### src/rtl/vga_rect_fill.sv
// Rectangle-fill engine for the VGA framebuffer write port.
// Clips each command to the visible area and emits one pixel write per clock, row-major.
module vga_rect_fill #(
  parameter int VGA_WIDTH       = 640,
  parameter int VGA_HEIGHT      = 480,
  parameter int VGA_COLOR_DEPTH = 8,
  parameter int ADDR_WIDTH      = 19,
  parameter int COORD_WIDTH     = 10
) (
  input  logic                         clk,
  input  logic                         rst,
  input  logic                         cmd_valid,
  output logic                         cmd_ready,
  input  logic [COORD_WIDTH-1:0]       cmd_x,
  input  logic [COORD_WIDTH-1:0]       cmd_y,
  input  logic [COORD_WIDTH-1:0]       cmd_w,
  input  logic [COORD_WIDTH-1:0]       cmd_h,
  input  logic [3*VGA_COLOR_DEPTH-1:0] cmd_color,
  output logic                         wr_en_o,
  output logic [ADDR_WIDTH-1:0]        wr_addr_o,
  output logic [3*VGA_COLOR_DEPTH-1:0] wr_data_o,
  output logic                         busy,
  output logic                         done
);

  localparam int CW = 3 * VGA_COLOR_DEPTH;
  localparam logic [COORD_WIDTH:0]  WIDTH_LIM   = (COORD_WIDTH + 1)'(VGA_WIDTH);
  localparam logic [COORD_WIDTH:0]  HEIGHT_LIM  = (COORD_WIDTH + 1)'(VGA_HEIGHT);
  localparam logic [ADDR_WIDTH-1:0] LINE_STRIDE = ADDR_WIDTH'(VGA_WIDTH);

  typedef enum logic [1:0] {IDLE, SETUP, FILL, DONE} state_t;

  state_t                  state_reg;
  logic [COORD_WIDTH-1:0]  x_reg, y_reg, w_reg, h_reg;
  logic [CW-1:0]           color_reg;
  logic [COORD_WIDTH:0]    x_last_reg, y_last_reg;
  logic [COORD_WIDTH:0]    cur_x_reg, cur_y_reg;
  logic [ADDR_WIDTH-1:0]   row_base_reg;

  logic [COORD_WIDTH:0]    x_sum, y_sum, x_end, y_end;
  logic                    empty_cmd;
  logic                    row_end, last_pixel;
  logic [ADDR_WIDTH-1:0]   setup_base, next_row_base;

  // Sums are one bit wider than the coordinates so x+w can never wrap.
  always_comb begin
    x_sum         = {1'b0, x_reg} + {1'b0, w_reg};
    y_sum         = {1'b0, y_reg} + {1'b0, h_reg};
    x_end         = (x_sum > WIDTH_LIM)  ? WIDTH_LIM  : x_sum;
    y_end         = (y_sum > HEIGHT_LIM) ? HEIGHT_LIM : y_sum;
    empty_cmd     = (w_reg == '0) || (h_reg == '0) ||
                    ({1'b0, x_reg} >= WIDTH_LIM) || ({1'b0, y_reg} >= HEIGHT_LIM);
    setup_base    = ADDR_WIDTH'(y_reg) * LINE_STRIDE + ADDR_WIDTH'(x_reg);
    next_row_base = row_base_reg + LINE_STRIDE;
    row_end       = (cur_x_reg == x_last_reg);
    last_pixel    = row_end && (cur_y_reg == y_last_reg);
  end

  always_ff @(posedge clk) begin
    if (rst) begin
      state_reg    <= IDLE;
      cmd_ready    <= 1'b1;
      busy         <= 1'b0;
      done         <= 1'b0;
      wr_en_o      <= 1'b0;
      wr_addr_o    <= '0;
      wr_data_o    <= '0;
      x_reg        <= '0;
      y_reg        <= '0;
      w_reg        <= '0;
      h_reg        <= '0;
      color_reg    <= '0;
      x_last_reg   <= '0;
      y_last_reg   <= '0;
      cur_x_reg    <= '0;
      cur_y_reg    <= '0;
      row_base_reg <= '0;
    end else begin
      case (state_reg)
        IDLE: begin
          if (cmd_valid) begin
            x_reg     <= cmd_x;
            y_reg     <= cmd_y;
            w_reg     <= cmd_w;
            h_reg     <= cmd_h;
            color_reg <= cmd_color;
            cmd_ready <= 1'b0;
            busy      <= 1'b1;
            state_reg <= SETUP;
          end
        end
        SETUP: begin
          if (empty_cmd) begin
            done      <= 1'b1;
            state_reg <= DONE;
          end else begin
            x_last_reg   <= x_end - 1'b1;
            y_last_reg   <= y_end - 1'b1;
            cur_x_reg    <= {1'b0, x_reg};
            cur_y_reg    <= {1'b0, y_reg};
            row_base_reg <= setup_base;
            wr_en_o      <= 1'b1;
            wr_addr_o    <= setup_base;
            wr_data_o    <= color_reg;
            state_reg    <= FILL;
          end
        end
        FILL: begin
          // The registered outputs always describe the pixel at (cur_x, cur_y).
          if (last_pixel) begin
            wr_en_o   <= 1'b0;
            done      <= 1'b1;
            state_reg <= DONE;
          end else if (row_end) begin
            cur_x_reg    <= {1'b0, x_reg};
            cur_y_reg    <= cur_y_reg + 1'b1;
            row_base_reg <= next_row_base;
            wr_addr_o    <= next_row_base;
          end else begin
            cur_x_reg <= cur_x_reg + 1'b1;
            wr_addr_o <= wr_addr_o + 1'b1;
          end
        end
        DONE: begin
          done      <= 1'b0;
          busy      <= 1'b0;
          cmd_ready <= 1'b1;
          state_reg <= IDLE;
        end
        default: state_reg <= IDLE;
      endcase
    end
  end

endmodule

### config.mk
export PLATFORM = sky130hd
export DESIGN_NAME = vga_rect_fill
export DESIGN_NICKNAME = d
export VERILOG_FILES = /design/src/rtl/vga_rect_fill.sv
export SDC_FILE = /design/constraint.sdc
export NUM_CORES = 1
export LEC_CHECK = 0
export BUFFER_PORTS_ARGS = -buffer_cell sky130_fd_sc_hd__buf_2
export CORE_UTILIZATION = 40
export CTS_CLUSTER_SIZE = 28
export DETAILED_ROUTE_END_ITERATION = 7
export PLACE_DENSITY = 0.7
export SETUP_SLACK_MARGIN = 0.1
export SLEW_MARGIN = 10
export SYNTH_ARGS = -nofsm -noshare
export SYNTH_HDL_FRONTEND = slang
export SYNTH_SLANG_ARGS = --single-unit
### constraint.sdc
create_clock -name clk -period 4.7 [get_ports clk]
set_clock_uncertainty 0.2 [all_clocks]
set_input_delay 0.47 -clock clk [delete_from_list [all_inputs] [get_ports clk]]
set_output_delay 0.47 -clock clk [all_outputs]
set_load 0.1 [all_outputs]
; ---- Yosys cells after proc, flatten, opt, wreduce, memory -nomap -nowiden
; Cells that the tools add are included.
[totals]
ff_bits = 176
output_inout_bits = 47
wordCells = 92
[op_classes]
addsub = 9
n_mul = 1
n_lt_le_gt_ge = 4
n_eq_ne = 11
muxes = 31
bitwise = 1
reduce_logical = 18
[ops]
columns = cell, count
row1 = 19-bit 2-to-1 mux, 5
row2 = 11-bit 2-to-1 mux, 8
row3 = 19-bit case mux with 2 select lines, 2
row4 = 11-bit case mux with 2 select lines, 2
row5 = 10-bit by 10-bit adder with 11-bit output, 2
row6 = 11-bit by 1-bit adder with 11-bit output (second input constant), 2
row7 = 11-bit equality test, 2
row8 = 11-bit by 1-bit subtractor with 11-bit output (second input constant), 2
row9 = 10-bit zero test, 2
row10 = 19-bit by 1-bit adder with 19-bit output (second input constant), 1
row11 = 19-bit by 10-bit adder with 19-bit output, 1
row12 = 19-bit by 10-bit adder with 19-bit output (second input constant), 1
row13 = 10-bit by 3-bit multiplier with 12-bit output (second input constant), 1
row14 = 2-bit inequality test (second input constant), 6
row15 = 11-bit by 10-bit greater-than comparator with 1-bit output (second input constant), 1
row16 = 11-bit by 9-bit greater-than comparator with 1-bit output (second input constant), 1
row17 = 10-bit >= comparator (second input constant), 1
row18 = 10-bit by 9-bit >= comparator with 1-bit output (second input constant), 1
row19 = 3-bit AND reduction, 3
row20 = 2-bit case mux with 4 select lines, 1
row21 = 2-bit AND reduction, 4
row22 = 1-bit 2-to-1 mux, 7
row23 = 1-bit case mux with 2 select lines, 3
row24 = 2-bit equality test (second input constant), 2
row25 = 10 further kinds, 14

; ---- Depth between registers and ports, before layout
; Gate-level depths: netlist of the first run.
[logic_depth]
word_depth = 6
mapped_depth = 16
ltp_nobuf = 15

; ---- Worst setup path before layout of the first run
; OpenSTA, ideal clock, no wires.
[synth_timing]
path_kind = reg-to-reg
startpoint = register x_reg[0]
endpoint = register x_last_reg[8]
setup_ns = 0.086
arrival_time_ns = 3.263
required_time_ns = 4.414
slack_ns = 1.151
path_stages_with_launch = 17
path_buffers = 1
period_less_slack_ns = 3.549
path_cell_list = dfxtp_1 > ha_1 > inv_1 > fa_1 > xnor2_1 > or3b_4 > a21oi_2 > nor4b_2 > o32ai_1 > a21oi_2 > buf_6 > nand2b_1 > ha_1 > nand4b_1 > nor2_1 > or3_1 > a211oi_1
[synth_via]
elab_chain_cells = 5
[synth_lines]
columns = element, line_no
row1 = start: declaration, 34  ; logic [COORD_WIDTH-1:0] x_reg, y_reg, w_reg, h_reg;
row2 = start signal: assignment, 82  ; x_reg <= cmd_x;
row3 = branches (longest 5 deep; another with 10-bit by 10-bit adder with 11-bit output), -
row4 = end signal: assignment, 97  ; x_last_reg <= x_end - 1'b1;
row5 = end: declaration, 36  ; logic [COORD_WIDTH:0] x_last_reg, y_last_reg;
; Several ways; the timed one is not identified.
; A chain may end at the register's enable or synchronous reset.

; ---- Final worst setup path of the first run
; Ends and elaborated chain as after synthesis.

==> metrics.md, run 1 <==
| Metric | Value |
|---|---|
| Worst Tran Pin Value | 1.10 ns |
| Mean post-synth cell area | between 7 and 8 µm² |
| Dpl hpwl | 18300 µm |
| Total of max-cap violations | 0 |
| # hold bufs at CTS | 0 |
| Main combinational cell family by area after synthesis | simple AND/OR/NAND/NOR gates |
| Clk sinks | 176 |
| Setup tns final | 0 ns |
| Initial core utilization | 40.7% |
| CTS clk-pin slew, worst paths | 0.08 ns |
| Mapped Cells | 1264 |
| Synth Area in Simple Gates | 23.7% |
| Leakage | around 4.5 nW |
| Vias in the first global route | 8306 |
| Die footprint | 0.0254 mm² |
| Area Overhead vs Synth | 13.9% |
| Yosys reg bits | roughly 180 |
| Sequential cell area | 0.00352 mm² |
| Ys flop type | dfxtp_1 |
| Critical Path RT | 4.84 ns |
| Post-synthesis xor/xnor area fraction | 6.55% |
| Relative slew slack | 26.0% |
| First-pass GRT wire length | 42200 µm |
| DIE HEIGHT | 159 µm |
| Post-Syn Area | 0.00990 mm² |
| Fin crit period | 4.03 ns |
| Ys async rst share | 0% |
| CP Capture Type | register |
| Total number of vias | 9165 |
| Crit path max fanout | 11 |
| Post-synth EDFFs | 0 |
| Status | finished, final reports clean |
| Register area share after synthesis | 35.6% |
| Post-Synth Adder-Cell Area | 7.25% |
| Initial antenna violation count | 0 |
| Tcrit/Tclk final | roughly 86% |
| Critical Path AT | approximately 4.2 ns |
| Post_cts resized | 0 |
| Detailed Route WL | 25800 µm |
| Clock Latency Late Sink | 0.43 ns |
| Chip width | between 150 and 200 µm |
| Congestion Overflow GR | 0 |
| Final hold violations | 0 |
| # rows | 57 |
| Initial drt markers | 819 |
| Worst vdd ir | about 0.36 mV |
| CP cell instances | ha_1 > inv_1 > fa_1 > xnor2_1 > or3b_4 > a21oi_2 > nor4b_2 > o32ai_1 > a21oi_2 > nand2b_1 > ha_1 > nand4b_1 > nor2_1 > or3_1 > a211oi_1 |
| Area taken by multi-input logic gates | 0.00602 mm² |
| Critical path launch point type | register |
| Clock Tree Root | clkbuf_16 |
| Routed vias/inst | 5.47 |
| Worst path max stage delay | 0.42 ns |
| Max Slew Vio Count | 0 |
| IO Pins | roughly 110 |
| Critical path class | reg2reg |
| Gr usage total | 20.3% |
| Final #Nets | 1460 |
| Num CTS Buffers | 17 |
| RePlAce Congestion | roughly 0.85 |
| Slowest-stage cell, CP | or3b_4 |
| Detailed Routing Iterations Pass 1 | 5 |
| RSZ-0062 raised after global routing | false |
| Number of I/O port buffers | between 100 and 150 |
| Filler cells | 2436 |
| Postcts setup bufs | 0 |
| # diodes | 0 |
| Clock buffer depth | 2 |
| Wire per inst | roughly 15 µm |
| Syn Nets | 1386 |
| DRC | 0 |
| CTS tree | yes |
| Ys Warns | 0 |
| Layout Utilization | 46.4% |
| Max Freq | approximately 250 MHz |
| Worst min path class | in2reg |
| PwrDens | ~630 mW/mm² |
| Post-synthesis cell type count | 80 |
| H-tree Lvls | 4 |
| Complex-gate fraction of the synthesized area | between 20 and 25% |
| Setup violations, final | 0 |
| Mux cell area share after synthesis | less than 1% |
| Fraction of layout cells with a size suffix above 1 | 14.1% |
| Largest net degree at the start of global routing | 79 |
| Routed Antenna Nets | 0 |
| Core Area | 0.0243 mm² |
## critical path: cells and delay by family (launching register included)
family	cells	cell delay (ns)
and+or+nand+nor	6	1.28
AOI/OAI and AO/OA	4	0.85
xor gates and xnor gates	1	0.21
adders and majority gates	3	0.93
buffers and inverters	1	0.06
DFF	1	0.40
## Yosys cell counts (4+ instances only)
| cell type | instances | share of area, % |
|---|---|---|
| nor3_1 | 20 | 1.0 |
| or2_2 | 8 | 0.51 |
| ha_1 | 51 | 6.4 |
| nor2b_1 | 7 | 0.44 |
| o21ai_1 | 10 | 0.51 |
| buf_1 | 9 | 0.34 |
| nor2_1 | 115 | 4.4 |
| nor3b_1 | 11 | 0.83 |
| o2111ai_1 | 5 | 0.44 |
| a2111oi_0 | 4 | 0.35 |
| a311oi_1 | 10 | 0.88 |
| o21a_1 | 17 | 1.3 |
| a211oi_1 | 25 | 1.9 |
| nand2_1 | 233 | 8.8 |
| a21oi_1 | 155 | 7.8 |
| o211ai_1 | 5 | 0.38 |
| nor4_1 | 9 | 0.57 |
| a22oi_1 | 7 | 0.53 |
| and2_1 | 7 | 0.44 |
| xnor2_1 | 42 | 3.7 |
| dfxtp_1 | 176 | 36 |
| xor2_1 | 32 | 2.8 |
| o31ai_1 | 4 | 0.30 |
| nand2b_1 | 8 | 0.51 |
| a21o_1 | 9 | 0.68 |
| or3_1 | 5 | 0.32 |
| nand4_1 | 14 | 0.88 |
| or4_1 | 5 | 0.38 |
| nand3b_1 | 5 | 0.38 |
| clkbuf_1 | 46 | 1.7 |
| inv_1 | 24 | 0.91 |
| nand3_1 | 28 | 1.4 |
| and3_1 | 15 | 0.95 |
| a31oi_1 | 10 | 0.63 |
| buf_2 | 12 | 0.61 |
| fa_1 | 4 | 0.81 |
| mux2i_1 | 5 | 0.51 |
| o21ai_0 | 45 | 2.3 |
## kinds of logic (layout without fill, tap and decap cells)
group	Yosys count	in the layout
simple gates	508	508
buf+inv	94	181
compound gates	351	351
fa+ha+maj	55	55
flops	176	176
mux	6	6
xor+xnor	74	74
## layout make-up
type | instances | area share (%)
Inverter | 24 | 0.799
Sequential cell | 176 | 31.3
Timing Repair Buffer | 125 | 5.84
Tap cell | 324 | 3.60
Multi-Input combinational cell | 994 | 53.4
Clock inverter | 14 | 1.24
Clock buffer | 18 | 3.90
## report_power, final
| group | switching [mW] | internal (mW) | leakage, nW |
|---|---|---|---|
| clock | 0.670 | 0.719 | 0.283 |
| combinational | 2.45 | 1.13 | 2.81 |
| sequential | 0.353 | 1.81 | 1.44 |
## per-stage QoR
step | instance area, µm² | setup WS [ns] | std cells | hold WS (ns) | power [mW]
after floorplan | 9900 | 1.15 | 1264 | 0.231 | 4.95
after global placement | 10700 | 0.819 | 1643 | 0.236 | 5.69
after detailed placement | 10700 | 0.704 | 1643 | 0.243 | 5.74
after CTS | 11300 | 0.694 | 1675 | 0.0475 | 7.14
after global routing | 11300 | 0.392 | 1675 | 0.0526 | 7.62
final | 11300 | 0.674 | 1675 | 0.0669 | 7.13
## per-layer routing
layer / global-route usage (%) / vias to the layer above / routed length [µm]
met5: 0 / - / 0
met2: 31.4 / 241 / 11400
li1: - / 4640 / -
met3: 3.62 / 9 / 1360
met1: 29.6 / 4275 / 12800
met4: 3.85 / 0 / 185
## path summary, 6_finish.rpt
check	endpoint	startpoint	depth (start not counted)	slack (ns)
min	y_reg[2]	cmd_y[2]	3	0.07
max	x_last_reg[8]	x_reg[0]	15	0.67
min reg2reg	wr_data_o[1]	color_reg[1]	2	0.25
max reg2reg	x_last_reg[8]	x_reg[0]	15	0.67
## placed cells by master (no fill, tap or decap), types with 5 or more instances in the layout
master and n:
ha_1 51, or4_1 5, o21a_1 17, o21ai_1 10, buf_2 112, and2_1 6
a211oi_1 25, inv_1 24, or3_1 5, nand3b_1 5, or2_2 8, a22oi_1 7
clkbuf_16 17, nand4_1 14, o211ai_1 5, nand2b_1 8, mux2i_1 5, nor2b_1 7
nor3_1 20, nand3_1 28, xor2_1 32, a21oi_1 155, xnor2_1 42, nor4_1 8
nand2_1 232, a21o_1 9, a31oi_1 10, o21ai_0 45, a311oi_1 9, buf_4 13
dfxtp_1 176, nor2_1 115, nor3b_1 11, o2111ai_1 5, and3_1 15
(Power assumes the default switching activity.)
==> run 2, diff against run 1 <==
--- a/config.mk
+++ b/config.mk
@@ -7,8 +7,11 @@
 export LEC_CHECK = 0
 export BUFFER_PORTS_ARGS = -buffer_cell sky130_fd_sc_hd__buf_2
 export CORE_UTILIZATION = 40
+export CTS_BUF_LIST = sky130_fd_sc_hd__clkbuf_4
 export CTS_CLUSTER_SIZE = 28
 export DETAILED_ROUTE_END_ITERATION = 7
+export GPL_TIMING_DRIVEN = 0
+export HOLD_SLACK_MARGIN = 0.15
 export PLACE_DENSITY = 0.7
 export SETUP_SLACK_MARGIN = 0.1
 export SLEW_MARGIN = 10
==> metrics.md, run 2 (synthesized netlist as in run 1, its figures left out) <==
| Metric | Value |
|---|---|
| Fraction of layout cells with a size suffix above 1 | 12.7% |
| Detailed Routing Iterations Pass 1 | 8 |
| Gr usage total | 23.9% |
| Worst min path class | in2reg |
| Clock buffer depth | 2 |
| Max Slew Vio Count | 0 |
| Final Non-Filler Cells | 1797 |
| CTS tree | yes |
| Vias in the first global route | 9338 |
| Num CTS Buffers | 17 |
| # placed instances | 1700 |
| Die footprint | approximately 0.025 mm² |
| Clk sinks | approximately 180 |
| DRC | 3 |
| Dpl hpwl | 22300 µm |
| Final hold violations | 0 |
| Setup violations, final | 0 |
| Design area | 0.0118 mm² |
| Clock Latency Late Sink | 0.59 ns |
| # rows | 57 |
| Routed Antenna Nets | 0 |
| Commonest cells after routing, fill and taps aside | nand2_1, dfxtp_1, a21oi_1 |
| RSZ-0062 raised after global routing | false |
| Clock Tree Root | clkbuf_4 |
| Initial antenna violation count | 1 |
| Total power | approximately 6.9 mW |
| Congestion Overflow GR | 0 |
| Worst Tran Pin Value | 1.22 ns |
| Total number of vias | just under 10000 |
| Relative slew slack | 17.6% |
| Fin crit period | 4.14 ns |
| Most common cell after layout, fill and taps aside | nand2_1 |
| Initial drt markers | 912 |
| Failing checks | design-rule violations |
| Tcrit/Tclk final | about 88% |
| Critical path launch point type | register |
| IO Pins | ~110 |
| Chip width | approximately 160 µm |
| Final #Nets | 1581 |
| Critical Path AT | 4.45 ns |
| Initial core utilization | 40.7% |
| PwrDens | a little under 600 mW/mm² |
| Placed inst area | approximately 0.011 mm² |
| Total of max-cap violations | 0 |
| Worst vdd ir | between 0.4 and 0.5 mV |
| Post_cts resized | 0 |
| # hold bufs at CTS | 64 |
| H-tree Lvls | 4 |
| Largest net degree at the start of global routing | 18 |
| Detailed Route WL | 30300 µm |
| Critical path class | reg2reg |
| CTS clk-pin slew, worst paths | 0.15 ns |
| Routed vias/inst | 5.51 |
| Status | finished with violations |
| First-pass GRT wire length | around 48000 µm |
| Wire per inst | 16.8 µm |
| Leakage | 4.74 nW |
| Postcts setup bufs | 0 |
| Setup tns final | 0 ns |
| CP Capture Type | register |
| Area Overhead vs Synth | 19.1% |
| DIE HEIGHT | 159 µm |
| Core Area | 0.0243 mm² |
| Filler cells | 2407 |
| Critical Path RT | 5.00 ns |
| RePlAce Congestion | around 0.90 |
| Max Freq | 241 MHz |
| Crit path max fanout | 10 |
| Number of I/O port buffers | 112 |
[run 2: cell types whose count changed in the layout (fill, tap and decap cells not counted), moves of 12 or more]
| cell | delta |
|---|---|
| dlygate4sd3_1 | +64 |
| clkbuf_4 | +18 |
| clkbuf_1 | +46 |
| clkbuf_16 | -17 |
| buf_4 | -12 |
| buf_2 | +12 |
[run 2: worst max-delay path, stage by stage (launching register included)]
cell,delay [ns]
dfxtp_1,0.59
inv_1,0.22
fa_1,0.53
nor2b_1,0.18
o2111ai_1,0.15
a31oi_1,0.28
xor2_1,0.35
nand2_1,0.09
o21a_1,0.21
buf_4,0.17
nand2b_1,0.08
ha_1,0.25
nand3_1,0.19
nor3_1,0.22
xnor2_1,0.09
a311oi_1,0.26
[run 2: stage by stage]
stage | util (%) | worst slack, ns | hold WS (ns)
floorplan | - | 1.15 | 0.231
global placement | 44.7 | 0.732 | 0.237
detailed placement | 44.7 | 0.651 | 0.243
CTS | 48.5 | 0.598 | 0.156
global route | 48.5 | 0.278 | 0.218
finish | 48.5 | 0.557 | 0.211
[run 2: power breakdown]
| group | internal (mW) | switching (mW) |
|---|---|---|
| clock | 0.289 | 0.589 |
| sequential | 1.81 | 0.359 |
| combinational | 1.22 | 2.63 |
[run 2: layout make-up]
| cell class | count | area [µm²] | share of cell area (%) |
|---|---|---|---|
| buffer | 70 | 297 | 2.52 |
| inverter | 24 | 90.1 | 0.764 |
| clock buffer | 18 | 135 | 1.15 |
| tap | 324 | 405 | 3.44 |
| sequential | 176 | 3520 | 29.9 |
| clock inverter | 14 | 144 | 1.22 |
| timing repair buffer | 176 | 1200 | 10.2 |
| antenna | 1 | 2.50 | 0.0212 |
| multi-input combinational | 994 | 5990 | 50.8 |
[run 2: metal layers]
metal | up-vias | part of all wire (%) | wire (µm) | track usage, %
li1 | 4884 | - | - | -
met1 | 4597 | 44 | 13400 | 31.8
met2 | 377 | 46 | 13800 | 39.4
met3 | 46 | 8.3 | 2500 | 4.66
met4 | 0 | 1.9 | 574 | 6.47
met5 | - | 0 | 0 | 0
[run 2: path summary, 6_finish.rpt]
check	from	endpoint	slack (ns)	depth (start not counted)
worst max-delay path	y_reg[1]	y_last_reg[6]	0.56	15
worst min-delay path	cmd_valid	cmd_ready	0.21	4
worst max register to register	y_reg[1]	y_last_reg[6]	0.56	15
worst min register to register	color_reg[23]	wr_data_o[23]	0.25	2
